<file path="src/rtl/clock_time_sequencer.sv">
// Timekeeping and alarm core for the 12-hour clock: queues the 1 Hz tick and
// button pulses, serves one per cycle in fixed priority, and runs the alarm FSM.
module clock_time_sequencer #(
    parameter int unsigned ALARM_MIN_STEP = 10,
    parameter int unsigned RING_SECONDS   = 60
) (
    input  logic       clk,
    input  logic       reset,
    input  logic       sec_tick,
    input  logic       sec_adj,
    input  logic       min_adj,
    input  logic       hrs_adj,
    input  logic       al_adj,
    input  logic       al_toggle,
    output logic [5:0] seconds,
    output logic [5:0] minutes,
    output logic [3:0] hours,
    output logic [5:0] al_minutes,
    output logic [3:0] al_hours,
    output logic       al_on,
    output logic       alarm,
    output logic       busy,
    output logic       overrun
);

    typedef enum logic [1:0] {
        IDLE    = 2'd0,
        ARMED   = 2'd1,
        RINGING = 2'd2
    } alarm_state_e;

    logic [5:0]   req;
    logic [5:0]   grant;
    logic [5:0]   pend_q, pend_d;
    logic         overrun_q, overrun_d;
    logic [5:0]   seconds_q, seconds_d;
    logic [5:0]   minutes_q, minutes_d;
    logic [3:0]   hours_q, hours_d;
    logic [5:0]   al_minutes_q, al_minutes_d;
    logic [3:0]   al_hours_q, al_hours_d;
    logic [7:0]   ring_cnt_q, ring_cnt_d;
    alarm_state_e state_q, state_d;
    logic [6:0]   al_sum;
    logic         tick_match;

    function automatic logic [5:0] inc_mod60(input logic [5:0] v);
        return (v == 6'd59) ? 6'd0 : v + 6'd1;
    endfunction

    function automatic logic [3:0] inc_mod12(input logic [3:0] v);
        return (v == 4'd11) ? 4'd0 : v + 4'd1;
    endfunction

    // Bit 0 is the highest priority; the grant is the lowest set pending bit.
    assign req = {al_toggle, al_adj, hrs_adj, min_adj, sec_adj, sec_tick};

    always_comb begin
        grant     = pend_q & (~pend_q + 6'd1);
        pend_d    = (pend_q & ~grant) | req;
        overrun_d = |(req & pend_q & ~grant);
    end

    always_comb begin
        seconds_d    = seconds_q;
        minutes_d    = minutes_q;
        hours_d      = hours_q;
        al_minutes_d = al_minutes_q;
        al_hours_d   = al_hours_q;
        ring_cnt_d   = ring_cnt_q;
        state_d      = state_q;
        tick_match   = 1'b0;
        al_sum       = {1'b0, al_minutes_q} + 7'(ALARM_MIN_STEP);

        if (grant[0]) begin
            seconds_d = inc_mod60(seconds_q);
            if (seconds_q == 6'd59) begin
                minutes_d = inc_mod60(minutes_q);
                if (minutes_q == 6'd59) begin
                    hours_d = inc_mod12(hours_q);
                end
            end
            tick_match = (seconds_q == 6'd59) && (minutes_d == al_minutes_q)
                         && (hours_d == al_hours_q);
            case (state_q)
                ARMED: begin
                    if (tick_match) begin
                        state_d    = RINGING;
                        ring_cnt_d = 8'd0;
                    end
                end
                RINGING: begin
                    if (ring_cnt_q == 8'(RING_SECONDS - 1)) begin
                        state_d    = ARMED;
                        ring_cnt_d = 8'd0;
                    end else begin
                        ring_cnt_d = ring_cnt_q + 8'd1;
                    end
                end
                default: ;
            endcase
        end else if (grant[1]) begin
            seconds_d = inc_mod60(seconds_q);
        end else if (grant[2]) begin
            minutes_d = inc_mod60(minutes_q);
        end else if (grant[3]) begin
            hours_d = inc_mod12(hours_q);
        end else if (grant[4]) begin
            if (al_sum >= 7'd60) begin
                al_minutes_d = 6'(al_sum - 7'd60);
                al_hours_d   = inc_mod12(al_hours_q);
            end else begin
                al_minutes_d = al_sum[5:0];
            end
        end else if (grant[5]) begin
            case (state_q)
                IDLE:    state_d = ARMED;
                ARMED:   state_d = IDLE;
                default: begin
                    state_d    = IDLE;
                    ring_cnt_d = 8'd0;
                end
            endcase
        end
    end

    always_ff @(posedge clk) begin
        if (reset) begin
            pend_q       <= 6'd0;
            overrun_q    <= 1'b0;
            seconds_q    <= 6'd0;
            minutes_q    <= 6'd0;
            hours_q      <= 4'd0;
            al_minutes_q <= 6'd0;
            al_hours_q   <= 4'd0;
            ring_cnt_q   <= 8'd0;
            state_q      <= IDLE;
        end else begin
            pend_q       <= pend_d;
            overrun_q    <= overrun_d;
            seconds_q    <= seconds_d;
            minutes_q    <= minutes_d;
            hours_q      <= hours_d;
            al_minutes_q <= al_minutes_d;
            al_hours_q   <= al_hours_d;
            ring_cnt_q   <= ring_cnt_d;
            state_q      <= state_d;
        end
    end

    assign seconds    = seconds_q;
    assign minutes    = minutes_q;
    assign hours      = hours_q;
    assign al_minutes = al_minutes_q;
    assign al_hours   = al_hours_q;
    assign al_on      = (state_q != IDLE);
    assign alarm      = (state_q == RINGING);
    assign busy       = |pend_q;
    assign overrun    = overrun_q;

endmodule

</file>
<file path="config.mk">
export PLATFORM = sky130hd
export DESIGN_NAME = clock_time_sequencer
export DESIGN_NICKNAME = d
export VERILOG_FILES = /design/src/rtl/clock_time_sequencer.sv
export SDC_FILE = /design/constraint.sdc
export NUM_CORES = 1
export LEC_CHECK = 0
export ABC_AREA = 1
export BUFFER_PORTS_ARGS = -buffer_cell sky130_fd_sc_hd__buf_2
export CAP_MARGIN = 5
export CORE_MARGIN = 2
export CORE_UTILIZATION = 30
export CTS_BUF_LIST = sky130_fd_sc_hd__clkbuf_16
export DETAILED_ROUTE_END_ITERATION = 8
export PLACE_DENSITY = 0.58
export SYNTH_ARGS = -nofsm -noshare
export SYNTH_HDL_FRONTEND = slang
export SYNTH_SLANG_ARGS = --single-unit
</file>
<file path="constraint.sdc">
create_clock -name clk -period 5.8 [get_ports clk]
set_clock_uncertainty 0.15 [all_clocks]
set_input_delay 0.58 -clock clk [delete_from_list [all_inputs] [get_ports clk]]
set_output_delay 0.58 -clock clk [all_outputs]
set_load 0.01 [all_outputs]
</file>
* Word-level counts from Yosys, hierarchy flattened
Index checks and enable logic that the tools add are counted.
** Operators by class
- Add/sub/neg operators :: 8
- Multiply operators :: 0
- Divide/modulo/power cells :: 0
- Order comparisons :: 1
- Equal/unequal tests :: 17
- Shift operators :: 0
- Multiplexer cells :: 39
- Bitwise operators :: 11
- Reductions and logical operators :: 17
** Operators by type and width (count)
- $mux 8 :: 9
- $mux 6 :: 10
- $mux 4 :: 9
- $and 6x6->6 :: 4
- $add 6x1->6 const B :: 3
- $mux 2 :: 8
- $pmux 8 s2 :: 1
- $reduce_and 8->1 :: 2
- $eq 6x6->1 const B :: 2
- $not 6->6 :: 2
- $reduce_or 6->1 :: 2
- $reduce_bool 2->1 :: 5
- $add 4x1->4 const B :: 2
- $add 8x1->8 const B :: 1
- $eq 4x4->1 const B :: 2
- $eq 8x6->1 const B :: 1
- $ne 2x2->1 const B :: 4
- $add 6x4->7 const B :: 1
- $ge 7x6->1 const B :: 1
- $eq 6x6->1 :: 1
- $ne 3x2->1 const B :: 2
- $or 6x6->6 :: 1
- $reduce_and 6->1 :: 1
- $sub 6x6->6 const B :: 1
- other kinds (14) :: 18
** Word-level totals
- Register bits after elaboration :: 43
- Latch bits :: 0
- Memory bits (writable) :: 0
- Memory bits (read-only) :: 0
- Bits of input ports :: 8
- Output and inout port bits :: 30
- Word-level logic and storage cells :: 102
- Memories :: 0

* Longest topological paths before layout
Gate-level depths: netlist (run 1).
- Word-level depth :: 10
- Depth in mapped cells :: 17
- Depth with buffers taken out :: 16

* Worst setup path before layout (run 1)
OpenSTA, ideal clock, no wires.
- Path kind :: register to register
- Start :: reg minutes_q[1], in the netlist minutes[1]
- End :: reg ring_cnt_q[0]
- Library setup time :: 0.110 ns
- Arrival time :: 1.943 ns
- Data required time :: 5.540 ns
- Path slack :: 3.596 ns
- Cell stages (with the launch flop) :: 16
- Buffers on the path :: 1
- Period minus slack after synthesis :: 2.204 ns
- Cells stage by stage :: dfxtp_1 ha_1 nand3_1 nor2_4 nor2_1 nor2_4 nand2_1 nor2_2 nand2_1 nor2_2 nand3_2 nand2_4 buf_6 nand4_1 nand2_1 nor2_2
** Between the ends
- Word-level cells in the longest chain between the ends :: 9
- Elaborated cells between the ends (all ways) :: 14
- Classes of those cells :: add/sub: 1; eq/ne: 4; mux: 6; reduce/logical: 3
** Ends and longest elaborated chain
- from (decl) :: RTL line 37 : logic [5:0] minutes_q, minutes_d;
- from (signal assigned) :: RTL line 141 : minutes_q <= minutes_d;
- $add 6x1->6 or $eq 6x6->1 (tied branches) :: RTL line 47, 78
- $mux 6 :: RTL line 47 : return (v == 6'd59) ? 6'd0 : v + 6'd1;
- $mux 6 :: RTL line 76 : if (seconds_q == 6'd59) begin
- $mux 6 :: RTL line 74 : if (grant[0]) begin
- $eq 6x6->1 :: RTL line 82 : tick_match = (seconds_q == 6'd59) && (minutes_d == al_minutes_q)
- $logic_and 1x1->1 :: RTL line 82
- $logic_and 1x1->1 (*) :: RTL line 83 : && (hours_d == al_hours_q);
- $ne 3x3->1 (no line) (*)
- $reduce_and 8->1 (no line) (*)
- to (signal assigned) :: RTL line 145 : ring_cnt_q <= ring_cnt_d;
- to (decl) :: RTL line 41 : logic [7:0] ring_cnt_q, ring_cnt_d;
Every way passes the cells marked *; elsewhere a longest branch is shown, timed or not. The select of a mux whose other input is x is not followed.
A chain may end at the register's enable or synchronous reset.

* Worst setup path after layout (run 1)
- Start :: reg seconds_q[1], in the netlist seconds[1]
- End :: reg ring_cnt_q[1]
** Between the ends
- Word-level cells in the longest chain between the ends :: 8
- Elaborated cells between the ends (all ways) :: 11
- Classes of those cells :: eq/ne: 4; mux: 4; reduce/logical: 3
** Ends and longest elaborated chain
- from (decl) :: RTL line 36 : logic [5:0] seconds_q, seconds_d;
- from (signal assigned) :: RTL line 140 : seconds_q <= seconds_d;
- $eq 6x6->1 (*) :: RTL line 76, 82
- $mux 6 :: RTL line 76
- $mux 6 :: RTL line 74
- $eq 6x6->1 :: RTL line 82
- $logic_and 1x1->1 :: RTL line 82
- $logic_and 1x1->1 (*) :: RTL line 83
- $ne 3x3->1 (no line) (*)
- $reduce_and 8->1 (no line) (*)
Marks and branches as above.

==> results_dict.tcl, run 1 <==
set metrics [dict create \
    synthXorXnorAreaFrac 0.0244 \
    fin_tns_setup_ps 0 \
    grt_pass1_wl_um 12900 \
    antenna_cells 0 \
    p_leak_uw 0.00153 \
    syn_area_mm2 0.00287 \
    final_core_util 0.358 \
    num_rows 35 \
    ys_ff_latch 42 \
    synth_mux_area_frac 0 \
    fin_crit_sh 0.439 \
    synth_compound_area_frac 0.131 \
    holdWs_ps 375 \
    p_switching_uw 211 \
    finalWirelength_um 7550 \
    grt_max_degree 20 \
    regArea_um2 841 \
    hold_class "in -> reg" \
    io_pins 38 \
    worst-path-stages 15 \
    post_cts_resize_count 0 \
    comb_power_share 0.144 \
    post-cts-setup-buffer-count 0 \
    wl_per_cell_um 12.5 \
    worstHoldStart "sec_tick" \
    tritoncts "built" \
    peakVddDrop_mv 0.130 \
    die_area_mm2 0.0104 \
    maxCapViolCount 0 \
    syn_inst 443 \
    post-place-cells 597 \
    flow.area_growth_from_synthesis_pct 15.3 \
    grt_util_all_layers 0.155 \
    drtIter0Drc 208 \
    ys_seq_area_frac 0.293 \
    ys.warnings.count 0 \
    grt_overflow 0 \
    outcome "completed" \
    tightest_slew_ps 742 \
    fillCellCount 1026 \
    start_util 0.310 \
    crit_buf_inv 1 \
    postRouteAntennaNets 0 \
    insertion_delay_ps 290 \
    rsz0062_at_grt "false" \
    port_buffers 36 \
    cp.arrival_ps 2620 \
    slowest_delay_ps 420 \
    path_common_cell "nand2_1" \
    synthSimpleGateAreaFrac 0.393 \
    gp_congestion 0.877 \
    die_h_um 102 \
    layout.cells.non_filler 605 \
    worstPathRequired_ps 5870 \
    min_to "pend_q[0]" \
    fin_crit_ps 2540 \
    end_kind "flip-flop" \
    reg2reg_from "seconds[1]" \
    crit_chain "ha_1 > nand3_2 > nor2_4 > nand3_1 > nand2_1 > nand2_1 > nand2_1 > nand2_1 > nor2_1 > nand3_2 > nand2_4 > nand3_4 > nand2_1 > inv_1 > nor2_2" \
    syn_area_per_cell_um2 6.48 \
    p_per_area_mw_per_mm2 228 \
    clk_path_buf_depth 2 \
    first_global_vias 2806 \
    cts_root_buffer "clkbuf_16" \
    core_mm2 0.00924 \
    cpMaxStageDelayCell "dfxtp_1" \
    synthAdderAreaFrac 0.0349 \
    viasPerCell 4.87 \
    syn_nets 459 \
    vias 2947 \
    cp_max_fo 13 \
    multiInputGateArea_mm2 0.00168 \
    drt-pass1-iter-count 4 \
    slew_viol_final 0 \
    r2r_end "ring_cnt_q[1]" \
    ff2ff_path_depth 15 \
    intPower_uw 543 \
    r2r_slack_ps 3260 \
    swShare 0.280 \
    cts_buffers 5 \
    hpwl_um 5620 \
    critPathTopFamily "simple AND/OR/NAND/NOR gates" \
    max-slew-margin-rel 0.505 \
    synth_top_family_by_area "simple AND/OR/NAND/NOR gates" \
    route.detailed.drc 0 \
    min_path_cells 3 \
    ys_types 43 \
    path_clk_slew_ps 70 \
    crit_path_start_kind "flip-flop" \
    setup_violations 0 \
    max_freq_ghz 0.393 \
    nets 491 \
    critPathKind "reg -> reg" \
    pwr-share-seq 0.425 \
    drive_above_1_share 0.162 \
    p_clk_frac 0.431 \
    finalHoldViolations 0 \
    postCtsHoldBufs 0 \
    cts.htree.levels 2 \
    die_w_um 102 \
    cts_sinks 42 \
    antenna_found_initial 0 \
]
-- state kept, by name, indices dropped and copies added, names as in the netlist --
register and count:
ring_cnt_q 8, minutes 6, pend_q 6, seconds 6, al_minutes 5, al_hours 4
hours 4, state_q 2, overrun 1
-- Yosys cell counts, drive strengths merged --
| library cell | n | area share |
|---|---|---|
| clkbuf | 4 | 0.0052 |
| o221ai | 1 | 0.0031 |
| nand3 | 47 | 0.092 |
| o211ai | 2 | 0.0052 |
| ha | 8 | 0.035 |
| a221oi | 1 | 0.0031 |
| nor2 | 49 | 0.080 |
| inv | 71 | 0.094 |
| o21a | 3 | 0.0078 |
| o21ai | 19 | 0.034 |
| a21oi | 19 | 0.033 |
| nand3b | 1 | 0.0026 |
| o2111ai | 1 | 0.0031 |
| nor3 | 11 | 0.019 |
| conb | 1 | 0.0013 |
| nor3b | 1 | 0.0026 |
| o22ai | 6 | 0.013 |
| a41oi | 1 | 0.0057 |
| a21o | 1 | 0.0026 |
| nand2 | 109 | 0.15 |
| buf | 7 | 0.020 |
| nand4 | 17 | 0.037 |
| a211oi | 2 | 0.0070 |
| xor2 | 8 | 0.024 |
| or2 | 2 | 0.0044 |
| a31oi | 6 | 0.013 |
| clkinv | 2 | 0.0026 |
| or3 | 1 | 0.0022 |
| dfxtp | 42 | 0.29 |
-- layout by cell type (no fill, tap or decap), types with 3 or more instances in the layout --
cell type,count
dfxtp_1,42
nand2_2,7
o22ai_1,6
a21oi_1,19
nand2_1,100
o21ai_1,5
nand3_1,43
inv_1,66
nand4_1,17
buf_2,36
o21a_1,3
nor2_1,39
xor2_1,8
nor2_4,4
nor3_1,11
clkbuf_16,5
o21ai_0,13
ha_1,8
a31oi_1,6
inv_2,4
nor2_2,6
nand3_2,3
-- cells by family after synthesis --
logic type,count (synthesis)
AND/OR/NAND/NOR,238
buffers and inverters,84
AO/OA/AOI/OAI,62
flip-flops,42
XOR/XNOR,8
adder cells (fa/ha/maj),8
other,1
-- layout make-up --
type / instances / area share
clock buffers: 5 / 0.0378
clock inverters: 3 / 0.0136
inverters: 73 / 0.0836
multi-input cells: 317 / 0.508
flip-flops and latches: 42 / 0.254
well taps: 129 / 0.0488
repair buffers: 36 / 0.0545
-- power by group through the flow --
stage          Sequential, µW  Clock [µW]  Combinational (µW)
2_1_floorplan             324           0                78.0
4_1_cts                   320         332                 109
3_5_place_dp              326           0                 108
3_3_place_gp              326           0                 108
6_report                  320         325                 109
5_1_grt                   322         348                 126
-- stage by stage --
step | area [µm²] | setup slack [ps] | total power [µW]
final | 3310 | 3260 | 754
after global routing | 3310 | 2940 | 796
after floorplan | 2870 | 3600 | 402
after CTS | 3310 | 3230 | 761
after global placement | 3140 | 3310 | 433
after detailed placement | 3140 | 3260 | 434
-- worst min-delay path: cells and delay by family --
family,cells,cell delay [ps]
buffers and inverters,2,150
and+or+nand+nor,1,40
-- per-layer routing --
| metal | part of all wire | track usage | wire length [µm] |
|---|---|---|---|
| met5 | 0 | 0 | 0 |
| met4 | 0.016 | 0.0561 | 123 |
| met3 | 0.044 | 0.0311 | 333 |
| met2 | 0.46 | 0.249 | 3470 |
| met1 | 0.48 | 0.205 | 3630 |
-- worst max-delay path by stage --
| stage | from | endpoint | slack, ps |
|---|---|---|---|
| final | seconds[1] | ring_cnt_q[1] | 3260 |
| after global routing | seconds[1] | ring_cnt_q[2] | 2940 |
| after CTS | seconds[1] | ring_cnt_q[3] | 3230 |
| after detailed placement | seconds[1] | ring_cnt_q[3] | 3260 |
| after global placement | seconds[1] | ring_cnt_q[2] | 3310 |
| after floorplan | minutes[1] | ring_cnt_q[0] | 3600 |
(Power assumes the default switching activity.)
==> inputs of run 2 (changes only) <==
--- a/config.mk
+++ b/config.mk
@@ -5,7 +5,7 @@
 export SDC_FILE = /design/constraint.sdc
 export NUM_CORES = 1
 export LEC_CHECK = 0
-export ABC_AREA = 1
+export ABC_AREA = 0
 export BUFFER_PORTS_ARGS = -buffer_cell sky130_fd_sc_hd__buf_2
 export CAP_MARGIN = 5
 export CORE_MARGIN = 2
==> constraint.sdc (replaced) <==
create_clock -name clk -period 2.6 [get_ports clk]
set_clock_uncertainty 0.15 [all_clocks]
set_input_delay 0.26 -clock clk [delete_from_list [all_inputs] [get_ports clk]]
set_output_delay 0.26 -clock clk [all_outputs]
set_load 0.01 [all_outputs]
==> results_dict.tcl, run 2 <==
set metrics [dict create \
    outcome "completed" \
    route.detailed.drc 0 \
    end_kind "flip-flop" \
    drive_above_1_share 0.273 \
    crit_chain "ha_4 > xnor2_2 > o21ai_0 > or4_1 > nor4_2 > buf_4 > nand4_4 > nor4_4 > buf_6 > o32ai_2" \
    die_h_um 98.8 \
    antenna_found_initial 0 \
    first_global_vias 2612 \
    grt_pass1_wl_um 12200 \
    io_pins 38 \
    layout.cells.most_common_list "nor2_1, dfxtp_1, buf_4, buf_2, nand2_1" \
    finalWirelength_um 7240 \
    syn_area_per_cell_um2 7.93 \
    syn_inst 340 \
    crit_path_start_kind "flip-flop" \
    ys_ff_latch 42 \
    postCtsHoldBufs 0 \
    peakVddDrop_mv 0.252 \
    hold_class "in -> reg" \
    slew_viol_final 0 \
    ys_seq_area_frac 0.312 \
    tritoncts "built" \
    cpMaxStageDelayCell "or4_1" \
    nets 421 \
    synth.most_common_cell "dfxtp_1" \
    async_reset_ff_frac 0 \
    core_mm2 0.00872 \
    post-place-cells 504 \
    drtIter0Drc 157 \
    start_util 0.309 \
    yosys-top-cells-area "dfxtp_1, nor2_1, a21oi_1" \
    cp.arrival_ps 2550 \
    largest_reg_flops 8 \
    die_w_um 98.8 \
    max-slew-margin-rel 0.517 \
    ys.warnings.count 0 \
    slowest_delay_ps 540 \
    use_met3 0.0234 \
    postRouteAntennaNets 0 \
    die_area_mm2 0.00976 \
    fin_crit_ps 2540 \
    layout_commonest_cell "nor2_1" \
    layout.cells.non_filler 514 \
    syn_nets 356 \
    path_clk_slew_ps 60 \
    maxCapViolCount 0 \
    drt-pass1-iter-count 4 \
    synth_ff_type "dfxtp_1" \
    cts_root_buffer "clkbuf_16" \
    ff2ff_path_depth 10 \
    grt_max_degree 35 \
    fin_tns_setup_ps 0 \
    p_per_area_mw_per_mm2 463 \
    antenna_cells 0 \
    port_buffers 36 \
    dp_slack_ps -74.9 \
    viasPerCell 5.23 \
    yosysTopAreaCell "dfxtp_1" \
    synth_top_area_frac 0.312 \
    syn_area_mm2 0.00270 \
    rsz0062_at_grt "true" \
    met2_usage 0.264 \
    min_path_cells 2 \
    p_leak_uw 0.00145 \
    power_uw 1620 \
    holdWs_ps 47.3 \
    tightest_slew_ps 718 \
    cts_sinks 42 \
    setup_violations 0 \
    use_met1 0.194 \
    grt_util_all_layers 0.150 \
    worstPathRequired_ps 2620 \
    critPathKind "reg -> reg" \
    finalHoldViolations 0 \
    cts.htree.levels 2 \
    insertion_delay_ps 290 \
    fin_crit_sh 0.975 \
    hpwl_um 5360 \
    ys_types 56 \
    grt_overflow 0 \
    wl_per_cell_um 14.1 \
    flow.area_growth_from_synthesis_pct 30.2 \
    synth-edff-count 0 \
    gr-max-usage-layer "met2" \
    max_freq_ghz 0.394 \
    vias 2688 \
    num_rows 34 \
    clk_path_buf_depth 2 \
    gp_congestion 0.843 \
    regMostFlops "ring_cnt_q" \
    setup_ws_ps 63.7 \
    cp_max_fo 7 \
    yosys-top-cells-count "dfxtp_1, nor2_1, nand2_1, a21oi_1, o21ai_0" \
    cts_buffers 5 \
]
run 2: logic make-up (layout without fill, tap and decap cells):
kind of cell,Yosys count,after routing,share of synthesized area
buffers and inverters,31,97,0.0464
and+or+nand+nor,133,133,0.264
AOI/OAI and AO/OA,100,100,0.253
xor gates and xnor gates,16,16,0.0520
adders and majority gates,8,8,0.0371
other,1,1,0.00139
muxes,9,9,0.0344
DFF,42,42,0.312
run 2: layer usage:
| metal | vias to the layer above | part of all wire |
|---|---|---|
| met5 | - | 0 |
| met4 | 0 | 0.0079 |
| met1 | 1260 | 0.48 |
| met3 | 6 | 0.028 |
| met2 | 47 | 0.48 |
| li1 | 1375 | - |
run 2: critical path: cells and delay by family (launching register included):
| family | cells | cell delay, ps |
|---|---|---|
| adders and majority gates | 1 | 240 |
| buffers and inverters | 2 | 320 |
| DFF | 1 | 350 |
| AOI/OAI and AO/OA | 2 | 160 |
| and+or+nand+nor | 4 | 1040 |
| xor gates and xnor gates | 1 | 150 |
run 2: worst paths after layout:
| check | endpoint | slack [ps] | startpoint |
|---|---|---|---|
| max | ring_cnt_q[3] | 60 | minutes[0] |
| min | pend_q[0] | 50 | sec_tick |
| max reg2reg | ring_cnt_q[3] | 60 | minutes[0] |
| min reg2reg | ring_cnt_q[0] | 350 | ring_cnt_q[0] |
run 2: metrics by stage:
stage	utilization	instance area [µm²]
CTS	0.396	3450
global placement	0.372	3240
global route	0.402	3510
detailed placement	0.372	3240
finish	0.402	3510
floorplan	-	2720
run 2: power by group:
group,switching (µW),internal (µW)
sequential,26.4,666
clock,255,449
combinational,124,102
run 2: final cells by class:
type	count	area [µm²]
Timing Repair Buffer	75	480
Fill cell	876	5210
Clock inverter	3	40.0
Multi-Input combinational cell	267	1830
Clock buffer	5	125
Tap cell	108	135
Sequential cell	42	850
Inverter	14	52.6
run 2: what timing repair did:
action,4_1_cts,5_1_grt
buffers inserted,0,2
setup endpoints to repair,7,7
resized for setup,6,9
cloned,0,0
pin swaps,4,8
hold endpoints to repair,0,0
==> inputs of run 3 (changes only) <==
--- a/config.mk
+++ b/config.mk
@@ -13,6 +13,7 @@
 export CTS_BUF_LIST = sky130_fd_sc_hd__clkbuf_16
 export DETAILED_ROUTE_END_ITERATION = 8
 export PLACE_DENSITY = 0.58
+export SETUP_SLACK_MARGIN = 0.5
 export SYNTH_ARGS = -nofsm -noshare
 export SYNTH_HDL_FRONTEND = slang
 export SYNTH_SLANG_ARGS = --single-unit
==> results_dict.tcl, run 3 (synthesis results as in run 2) <==
set metrics [dict create \
    cts.htree.levels 2 \
    drt-pass1-iter-count 4 \
    peakVddDrop_mv 0.237 \
    crit_path_start_kind "flip-flop" \
    grt_pass1_wl_um 12200 \
    vias 2745 \
    end_kind "flip-flop" \
    tightest_slew_ps 690 \
    use_met1 0.194 \
    tritoncts "built" \
    hold_class "in -> reg" \
    grt_max_degree 35 \
    p_leak_uw 0.00150 \
    fin_crit_sh 0.969 \
    postRouteAntennaNets 0 \
    insertion_delay_ps 290 \
    cpMaxStageDelayCell "nor4_4" \
    use_met3 0.0305 \
    outcome "completed" \
    finalHoldViolations 0 \
    nets 430 \
    flow.area_growth_from_synthesis_pct 36.1 \
    route.detailed.drc 0 \
    die_h_um 98.8 \
    grt_util_all_layers 0.150 \
    max-slew-margin-rel 0.540 \
    worstPathRequired_ps 2620 \
    endpoint "ring_cnt_q[0]" \
    cp.arrival_ps 2540 \
    postCtsHoldBufs 0 \
    ff2ff_path_depth 9 \
    power_uw 1610 \
    start_util 0.309 \
    io_pins 38 \
    port_buffers 36 \
    die_w_um 98.8 \
    path_clk_slew_ps 60 \
    slew_viol_final 0 \
    maxCapViolCount 0 \
    drtIter0Drc 93 \
    p_per_area_mw_per_mm2 439 \
    critPathKind "reg -> reg" \
    first_global_vias 2530 \
    reg2reg_from "minutes[0]" \
    crit_chain "ha_4 > nand4_4 > nor4_4 > mux2i_1 > xnor2_1 > a211o_1 > nor4_4 > buf_6 > o31ai_1" \
    wl_per_cell_um 14.2 \
    cts_sinks 42 \
    fillCellCount 871 \
    hpwl_um 5330 \
    critPathTopFamily "simple AND/OR/NAND/NOR gates" \
    drive_above_1_share 0.333 \
    finalWirelength_um 7430 \
    r2r_slack_ps 80 \
    layout.cells.most_common_list "buf_4, dfxtp_1, buf_2, nor2_1, nand2_1" \
    clk_path_buf_depth 2 \
    die_area_mm2 0.00976 \
    cts_buffers 5 \
    gr-max-usage-layer "met2" \
    regMostFlops "ring_cnt_q" \
    crit_buf_inv 1 \
    cts_root_buffer "clkbuf_16" \
    path_common_cell "nor4_4" \
    cp_max_fo 7 \
    rsz0062_at_grt "true" \
    gp_congestion 0.846 \
    max_freq_ghz 0.397 \
    viasPerCell 5.25 \
    worst-path-stages 9 \
    met2_usage 0.256 \
    fin_tns_setup_ps 0 \
    core_mm2 0.00872 \
    fin_crit_ps 2520 \
    crit_start "minutes[0]" \
    setup_violations 0 \
    largest_reg_flops 8 \
    layout_commonest_cell "buf_4" \
    r2r_end "ring_cnt_q[0]" \
    antenna_found_initial 0 \
    slowest_delay_ps 370 \
    grt_overflow 0 \
    num_rows 34 \
    antenna_cells 0 \
]
[run 3: final cells by class]
class                   count  area, µm²  area share
multi-input cells         267       1920       0.523
flip-flops and latches     42        856       0.233
repair buffers             84        544       0.148
clock buffers               6        150      0.0409
well taps                 108        135      0.0368
inverters                  14       52.6      0.0143
clock inverters             2       10.0     0.00273
[run 3: how the worst min path moves through the flow]
stage / from / endpoint / slack (ps) / depth (start not counted)
2_1_floorplan: sec_adj / pend_q[1] / 230 / 2
3_3_place_gp: ring_cnt_q[0] / ring_cnt_q[0] / 320 / 2
5_1_grt: sec_adj / pend_q[1] / 50 / 3
6_report: sec_tick / pend_q[0] / 30 / 2
3_5_place_dp: ring_cnt_q[0] / ring_cnt_q[0] / 330 / 2
4_1_cts: sec_tick / pend_q[0] / 40 / 2
[run 3: metrics by stage]
step	cells	cell area, µm²	util	hold WS (ps)	worst slack, ps
after CTS	516	3530	0.405	36.1	35.0
final	523	3670	0.421	33.4	79.4
after global routing	523	3670	0.421	49.4	-47.4
after detailed placement	503	3260	0.374	332	-66.7
after floorplan	340	2770	-	227	77.6
after global placement	503	3260	0.374	322	-9.45
[run 3: repair_timing]
item	4_1_cts	5_1_grt
pin swaps	10	7
cloned	0	0
buffers inserted	5	7
gates resized for setup	19	16
hold endpoints to repair	0	0
setup endpoints to repair	16	23
[run 3: power breakdown]
group | switching (µW) | leakage (µW) | internal (µW)
registers | 25.9 | 0.000345 | 664
logic | 130 | 0.00107 | 110
clock network | 270 | 0.0000818 | 411
[run 3: routing by layer]
layer	vias up	part of all wire
met4	0	0.013
met1	1297	0.46
met3	11	0.031
met2	47	0.49
met5	-	0
li1	1390	-
